==> src/rtl/tl_source_shrinker.sv <==
// TileLink UL/UH source-ID shrinker: maps wide host source IDs onto a small pool of
// device-side slots and restores the original ID on the D channel.

module tl_burst_tracker #(
    parameter int DataWidth = 64,
    parameter int MaxSize   = 6,
    localparam int SizeWidth = $clog2(MaxSize + 1)
) (
    input  logic                 clk_i,
    input  logic                 rst_ni,
    input  logic                 a_valid,
    input  logic                 a_ready,
    input  logic [2:0]           a_opcode,
    input  logic [SizeWidth-1:0] a_size,
    input  logic                 d_valid,
    input  logic                 d_ready,
    input  logic [2:0]           d_opcode,
    input  logic [SizeWidth-1:0] d_size,
    output logic                 req_first,
    output logic                 req_last,
    output logic                 gnt_first,
    output logic                 gnt_last
);

    localparam int BeatLog2 = $clog2(DataWidth / 8);
    localparam int CntW     = MaxSize + 1;

    function automatic logic [CntW-1:0] num_beats(input logic has_data,
                                                  input logic [SizeWidth-1:0] size);
        if (!has_data || int'(size) <= BeatLog2) return CntW'(1);
        return CntW'(1) << (int'(size) - BeatLog2);
    endfunction

    // Counters hold the beats still to come in the current burst; zero means idle.
    logic [CntW-1:0] a_cnt_q, d_cnt_q;
    logic [CntW-1:0] a_beats, d_beats;
    logic            a_fire, d_fire;

    // Get/Intent carry no data; AccessAckData is the only data-bearing D opcode here.
    assign a_beats = num_beats(!a_opcode[2], a_size);
    assign d_beats = num_beats(d_opcode == 3'd1, d_size);
    assign a_fire  = a_valid & a_ready;
    assign d_fire  = d_valid & d_ready;

    assign req_first = (a_cnt_q == '0);
    assign req_last  = req_first ? (a_beats == CntW'(1)) : (a_cnt_q == CntW'(1));
    assign gnt_first = (d_cnt_q == '0);
    assign gnt_last  = gnt_first ? (d_beats == CntW'(1)) : (d_cnt_q == CntW'(1));

    always_ff @(posedge clk_i or negedge rst_ni) begin
        if (!rst_ni) begin
            a_cnt_q <= '0;
            d_cnt_q <= '0;
        end else begin
            if (a_fire) begin
                if (req_last)       a_cnt_q <= '0;
                else if (req_first) a_cnt_q <= a_beats - CntW'(1);
                else                a_cnt_q <= a_cnt_q - CntW'(1);
            end
            if (d_fire) begin
                if (gnt_last)       d_cnt_q <= '0;
                else if (gnt_first) d_cnt_q <= d_beats - CntW'(1);
                else                d_cnt_q <= d_cnt_q - CntW'(1);
            end
        end
    end

endmodule

module tl_source_shrinker #(
    parameter int DataWidth         = 64,
    parameter int AddrWidth         = 56,
    parameter int HostSourceWidth   = 4,
    parameter int DeviceSourceWidth = 1,
    parameter int SinkWidth         = 1,
    parameter int MaxSize           = 6,
    localparam int SizeWidth = $clog2(MaxSize + 1),
    localparam int MaskWidth = DataWidth / 8
) (
    input  logic                         clk_i,
    input  logic                         rst_ni,
    // host side A (requests in)
    input  logic                         host_a_valid,
    output logic                         host_a_ready,
    input  logic [2:0]                   host_a_opcode,
    input  logic [2:0]                   host_a_param,
    input  logic [SizeWidth-1:0]         host_a_size,
    input  logic [HostSourceWidth-1:0]   host_a_source,
    input  logic [AddrWidth-1:0]         host_a_address,
    input  logic [MaskWidth-1:0]         host_a_mask,
    input  logic [DataWidth-1:0]         host_a_data,
    input  logic                         host_a_corrupt,
    // host side D (responses out)
    output logic                         host_d_valid,
    input  logic                         host_d_ready,
    output logic [2:0]                   host_d_opcode,
    output logic [1:0]                   host_d_param,
    output logic [SizeWidth-1:0]         host_d_size,
    output logic [HostSourceWidth-1:0]   host_d_source,
    output logic [SinkWidth-1:0]         host_d_sink,
    output logic                         host_d_denied,
    output logic [DataWidth-1:0]         host_d_data,
    output logic                         host_d_corrupt,
    // host side B/C/E tie-offs
    output logic                         host_b_valid,
    input  logic                         host_b_ready,
    input  logic                         host_c_valid,
    output logic                         host_c_ready,
    input  logic                         host_e_valid,
    output logic                         host_e_ready,
    // device side A (requests out)
    output logic                         device_a_valid,
    input  logic                         device_a_ready,
    output logic [2:0]                   device_a_opcode,
    output logic [2:0]                   device_a_param,
    output logic [SizeWidth-1:0]         device_a_size,
    output logic [DeviceSourceWidth-1:0] device_a_source,
    output logic [AddrWidth-1:0]         device_a_address,
    output logic [MaskWidth-1:0]         device_a_mask,
    output logic [DataWidth-1:0]         device_a_data,
    output logic                         device_a_corrupt,
    // device side D (responses in)
    input  logic                         device_d_valid,
    output logic                         device_d_ready,
    input  logic [2:0]                   device_d_opcode,
    input  logic [1:0]                   device_d_param,
    input  logic [SizeWidth-1:0]         device_d_size,
    input  logic [DeviceSourceWidth-1:0] device_d_source,
    input  logic [SinkWidth-1:0]         device_d_sink,
    input  logic                         device_d_denied,
    input  logic [DataWidth-1:0]         device_d_data,
    input  logic                         device_d_corrupt,
    // device side B/C/E tie-offs
    input  logic                         device_b_valid,
    output logic                         device_b_ready,
    output logic                         device_c_valid,
    input  logic                         device_c_ready,
    output logic                         device_e_valid,
    input  logic                         device_e_ready
);

    localparam int NumSlots = 2 ** DeviceSourceWidth;

    if (HostSourceWidth <= DeviceSourceWidth) begin : g_bad_width
        $fatal(1, "tl_source_shrinker: HostSourceWidth must exceed DeviceSourceWidth");
    end

    logic [NumSlots-1:0]          busy_q, busy_next;
    logic [HostSourceWidth-1:0]   src_q [NumSlots];
    logic [DeviceSourceWidth-1:0] burst_slot_q;
    logic [DeviceSourceWidth-1:0] free_slot;
    logic                         none_free;
    logic                         req_first, req_last, gnt_first, gnt_last;
    logic                         a_stall, alloc, d_free;
    logic                         unused_tieoff;

    tl_burst_tracker #(
        .DataWidth (DataWidth),
        .MaxSize   (MaxSize)
    ) u_burst_tracker (
        .clk_i     (clk_i),
        .rst_ni    (rst_ni),
        .a_valid   (host_a_valid),
        .a_ready   (host_a_ready),
        .a_opcode  (host_a_opcode),
        .a_size    (host_a_size),
        .d_valid   (host_d_valid),
        .d_ready   (host_d_ready),
        .d_opcode  (host_d_opcode),
        .d_size    (host_d_size),
        .req_first (req_first),
        .req_last  (req_last),
        .gnt_first (gnt_first),
        .gnt_last  (gnt_last)
    );

    // Lowest idle slot, from registered state only: a slot freed this cycle is
    // not offered until the next one.
    always_comb begin
        free_slot = '0;
        for (int i = NumSlots - 1; i >= 0; i--) begin
            if (!busy_q[i]) free_slot = DeviceSourceWidth'(i);
        end
    end
    assign none_free = &busy_q;

    // Only first beats need a fresh slot; later beats reuse the burst's slot.
    assign a_stall          = req_first & none_free;
    assign device_a_valid   = host_a_valid & ~a_stall;
    assign host_a_ready     = device_a_ready & ~a_stall;
    assign device_a_source  = req_first ? free_slot : burst_slot_q;
    assign device_a_opcode  = host_a_opcode;
    assign device_a_param   = host_a_param;
    assign device_a_size    = host_a_size;
    assign device_a_address = host_a_address;
    assign device_a_mask    = host_a_mask;
    assign device_a_data    = host_a_data;
    assign device_a_corrupt = host_a_corrupt;

    assign host_d_valid   = device_d_valid;
    assign device_d_ready = host_d_ready;
    assign host_d_opcode  = device_d_opcode;
    assign host_d_param   = device_d_param;
    assign host_d_size    = device_d_size;
    assign host_d_source  = src_q[device_d_source];
    assign host_d_sink    = device_d_sink;
    assign host_d_denied  = device_d_denied;
    assign host_d_data    = device_d_data;
    assign host_d_corrupt = device_d_corrupt;

    assign host_b_valid   = 1'b0;
    assign host_c_ready   = 1'b0;
    assign host_e_ready   = 1'b0;
    assign device_b_ready = 1'b1;
    assign device_c_valid = 1'b0;
    assign device_e_valid = 1'b0;
    assign unused_tieoff  = ^{host_b_ready, host_c_valid, host_e_valid,
                              device_b_valid, device_c_ready, device_e_ready, gnt_first};

    assign alloc  = host_a_valid & host_a_ready & req_first;
    assign d_free = device_d_valid & device_d_ready & gnt_last;

    // A freeing slot is always busy, so it never collides with the allocated slot.
    always_comb begin
        busy_next = busy_q;
        if (d_free) busy_next[device_d_source] = 1'b0;
        if (alloc)  busy_next[free_slot] = 1'b1;
    end

    always_ff @(posedge clk_i or negedge rst_ni) begin
        if (!rst_ni) busy_q <= '0;
        else         busy_q <= busy_next;
    end

    always_ff @(posedge clk_i) begin
        if (alloc) begin
            src_q[free_slot] <= host_a_source;
            if (!req_last) burst_slot_q <= free_slot;
        end
    end

`ifndef SYNTHESIS
    d_slot_busy_a: assert property (@(posedge clk_i) disable iff (!rst_ni)
        device_d_valid |-> busy_q[device_d_source]);
    host_c_idle_a: assert property (@(posedge clk_i) disable iff (!rst_ni) !host_c_valid);
    host_e_idle_a: assert property (@(posedge clk_i) disable iff (!rst_ni) !host_e_valid);
    device_b_idle_a: assert property (@(posedge clk_i) disable iff (!rst_ni) !device_b_valid);
`endif

endmodule

==> config.mk <==
export PLATFORM = sky130hd
export DESIGN_NAME = tl_source_shrinker
export DESIGN_NICKNAME = d
export VERILOG_FILES = /design/src/rtl/tl_source_shrinker.sv
export SDC_FILE = /design/constraint.sdc
export NUM_CORES = 1
export LEC_CHECK = 0
export CORE_AREA = 3 3 176 178
export CTS_CLUSTER_DIAMETER = 60
export DETAILED_ROUTE_END_ITERATION = 12
export DIE_AREA = 0 0 179 181
export PLACE_DENSITY = 0.47
export REMOVE_ABC_BUFFERS = 1
export SLEW_MARGIN = 20
export SYNTH_ARGS = -nofsm -noshare
export SYNTH_HDL_FRONTEND = slang
export SYNTH_SLANG_ARGS = --single-unit
==> constraint.sdc <==
create_clock -name clk_i -period 2.5 [get_ports clk_i]
set_input_delay 0.5 -clock clk_i [delete_from_list [all_inputs] [get_ports clk_i]]
set_output_delay 0.5 -clock clk_i [all_outputs]
set_load 0.02 [all_outputs]
==> impl_results.md, run 1 <==
* CTS tree: built
* Setup CP Type: flip-flop to primary output
* Global-route usage over all layers at 0.316
* Final Setup Violations at 0
* Reg2Reg Depth at 7
* Post-synth EDFFs at 9
* H-tree depth at 1
* Yosys warning count at 0
* Starting density of the core at 0.121
* Share of cells above drive strength 1 at 0.279
* Peak supply drop at 253 µV
* Dominant synthesized flop cell: dfrtp_1
* LEAKAGE at 1.21 nW
* Clock Pin Slew Worst Setup and Hold Paths at 0.07 ns
* WP data required at 2.00 ns
* Crit end category: primary output
* Clock sink count at 25
* Largest net degree at the start of global routing at 17
* Status: finished clean
* Final WL at 53.1 mm
* Crit Reg-Reg Endpoint: src_q[1][1]
* Die area at 0.0324 mm²
* Skew final at 0.00518 ns
* Setup slack, reg-to-reg at 0.51 ns
* Overall power at 0.00217 W
* Clock Path Buffers at 2
* Synth top area cells: buf_4 (47%), dfrtp_1 (11%), edfxtp_1 (7.6%)
* First-pass detailed-route iteration total at 4
* Clk root buf: clkbuf_16
* Minimum clock period at 2.43 ns
* Final nets at 540
* Post-Syn Area at 0.00357 mm²
* FF-to-FF Start: u_burst_tracker.a_cnt_q[0]
* Routed Antenna Nets at 0
* Total core area at 0.0296 mm²
* Worst setup SP type: flip-flop
* Synth Register Bits at 25
* Die Y at 181 µm
* I/O pin count at 458
* Pwr Density at 659 mW/mm²
* Syn-to-layout area delta at -7.58%
* Relative slew margins at 0.658
* Clk_lat worst skew at 0.27 ns
* DR WL/cell at 77.2 µm
* Via Count at 2824
* Post-synth top area cell: buf_4
* Slew Limit Fails at 0
* Worst EP arrival at 1.93 ns
* Final GP Congestion at 1.27
* Post-DR vias/cell at 4.11
* Number of port buffers at 39
* Initial antenna violation count at 0
* Total gr overflow at 0
* Synth unique cells at 61
* Worst slew pin tran at 0.511 ns
* Row count at 63
* Fin crit share at 0.971
* Post-synth top area share at 0.465
* Vias in the first global route at 2414
* TNS Setup at 0 ns
* CTS Buf Count at 3
* Min Hold Slack at 0.516 ns
* Dpl hpwl at 51.4 mm
* Critical path fanouts, max at 4
* Chip width at 179 µm
* Final hold vios at 0
* Hold crit path type: flip-flop to flip-flop
* Crit path from: u_burst_tracker.a_cnt_q[0]
* MaxCap Viol Count at 0
* Sequential share of the synthesized area at 0.188
* DP Area at 0.00309 mm²
* Post-Syn Area per Cell at 8.18 µm²
* Cts hold-fix bufs at 0
* Synth Instances at 436
* Critical Path Sink: host_a_ready
* ANT cells at 0
* Async SR Flop Fraction at 0.640
* First-pass GRT wire length at 58.1 mm
* Cell area after layout at 0.00330 mm²
* DRC errors left at 0
* Fmax at 412 MHz
* Initial detailed-routing violation count at 261
[critical path, cell delays in order (launching register included)]
cell	delay, ns
dfrtp_1	0.39
inv_1	0.08
ha_1	0.22
nand3_1	0.17
nor2_1	0.09
nor2b_1	0.31
dlygate4sd2_1	0.39
[what timing repair did]
action | in CTS | in global routing
pin swaps | 6 | 9
gates resized for setup | 17 | 19
buffers inserted | 1 | 1
setup endpoints to repair | 16 | 12
[metal layers]
layer  GRT usage  wire length, µm  vias up
li1            -                -      963
met1      0.0712             4560     1169
met2       0.543            26000      563
met3       0.482            16700      121
met4       0.254             5550        8
met5      0.0679              292        -
[final cells by class]
type / count / area (µm²)
fill: 3414 / 26300
multi-input combinational: 175 / 1290
timing repair buffer: 82 / 726
sequential: 25 / 671
tap: 390 / 488
clock buffer: 3 / 75.1
inverter: 11 / 41.3
clock inverter: 1 / 7.51
[synth_stat cells, types with 5 or more instances]
master / n
nor2b_1: 5
nand2_1: 16
a21oi_1: 12
ha_1: 12
nor2_1: 21
inv_1: 11
o21ai_0: 22
nand3_1: 6
edfxtp_1: 9
dfrtp_1: 16
mux2_2: 5
buf_4: 221
[flip-flops by register name (all words and copies together) (netlist names)]
name	count
u_burst_tracker.d_cnt_q	7
busy_q	2
u_burst_tracker.a_cnt_q	7
src_q	8
burst_slot_q	1
[report_power, final]
part	total [W]	switching, W	internal [W]
sequential	0.000683	0.000131	0.000552
combinational	0.00110	0.000617	0.000485
clock	0.000386	0.000167	0.000218
total	0.00217	0.000915	0.00126
[worst min path at each step]
| stage | slack (ns) | startpoint | end | cells after the start |
|---|---|---|---|---|
| after global placement | 0.50 | u_burst_tracker.d_cnt_q[1] | u_burst_tracker.d_cnt_q[1] | 2 |
| after floorplan | 0.20 | rst_ni | busy_q[0] | 0 |
| after detailed placement | 0.51 | u_burst_tracker.d_cnt_q[1] | u_burst_tracker.d_cnt_q[1] | 2 |
| after global routing | 0.53 | busy_q[1] | busy_q[1] | 1 |
| after CTS | 0.52 | u_burst_tracker.d_cnt_q[1] | u_burst_tracker.d_cnt_q[1] | 2 |
| final | 0.52 | u_burst_tracker.d_cnt_q[1] | u_burst_tracker.d_cnt_q[1] | 2 |
[cell usage in the layout, fill, tap and decap left out, types with 2 or more instances in the layout]
cell             count
buf_4               41
clkdlybuf4s50_1     30
o21ai_0             21
nor2_1              16
dfrtp_1             16
nand2_1             15
a21oi_1             11
inv_1               10
edfxtp_1             9
dlygate4sd2_1        7
nand3_1              6
conb_1               6
nor2b_1              5
mux2_2               5
ha_2                 5
ha_1                 5
nor2_2               4
nand2b_1             4
nor3_1               4
a31oi_1              3
nand4_1              3
o31ai_1              3
o22ai_1              3
clkbuf_16            3
nor3_2               2
nor4b_1              2
nor3_4               2
mux2i_1              2
and3_1               2
o2111ai_1            2
xnor2_1              2
o41ai_2              2
ha_4                 2
dlymetal6s2s_1       2
[logic make-up after synthesis]
group / synth area share
AOI/OAI and AO/OA: 0.127
xor gates and xnor gates: 0.00491
adders and majority gates: 0.0421
buffers and inverters: 0.487
DFF: 0.188
muxes: 0.0214
other: 0.00211
and+or+nand+nor: 0.128
[stage by stage]
stage / worst slack (ns) / utilization / cells
after floorplan: 0.0645 / - / 211
after global placement: -0.444 / 0.104 / 681
after detailed placement: -0.448 / 0.104 / 681
after CTS: 0.0309 / 0.109 / 686
after global routing: -0.00789 / 0.111 / 687
final: 0.0731 / 0.111 / 687
Note: power is estimated with default switching activity, not from simulation.
==> inputs of run 2 (changes only) <==
- CAP_MARGIN: unset -> 20
==> results of run 2 <==
The final DEF is identical to that of run 1; final timing and power are the same.
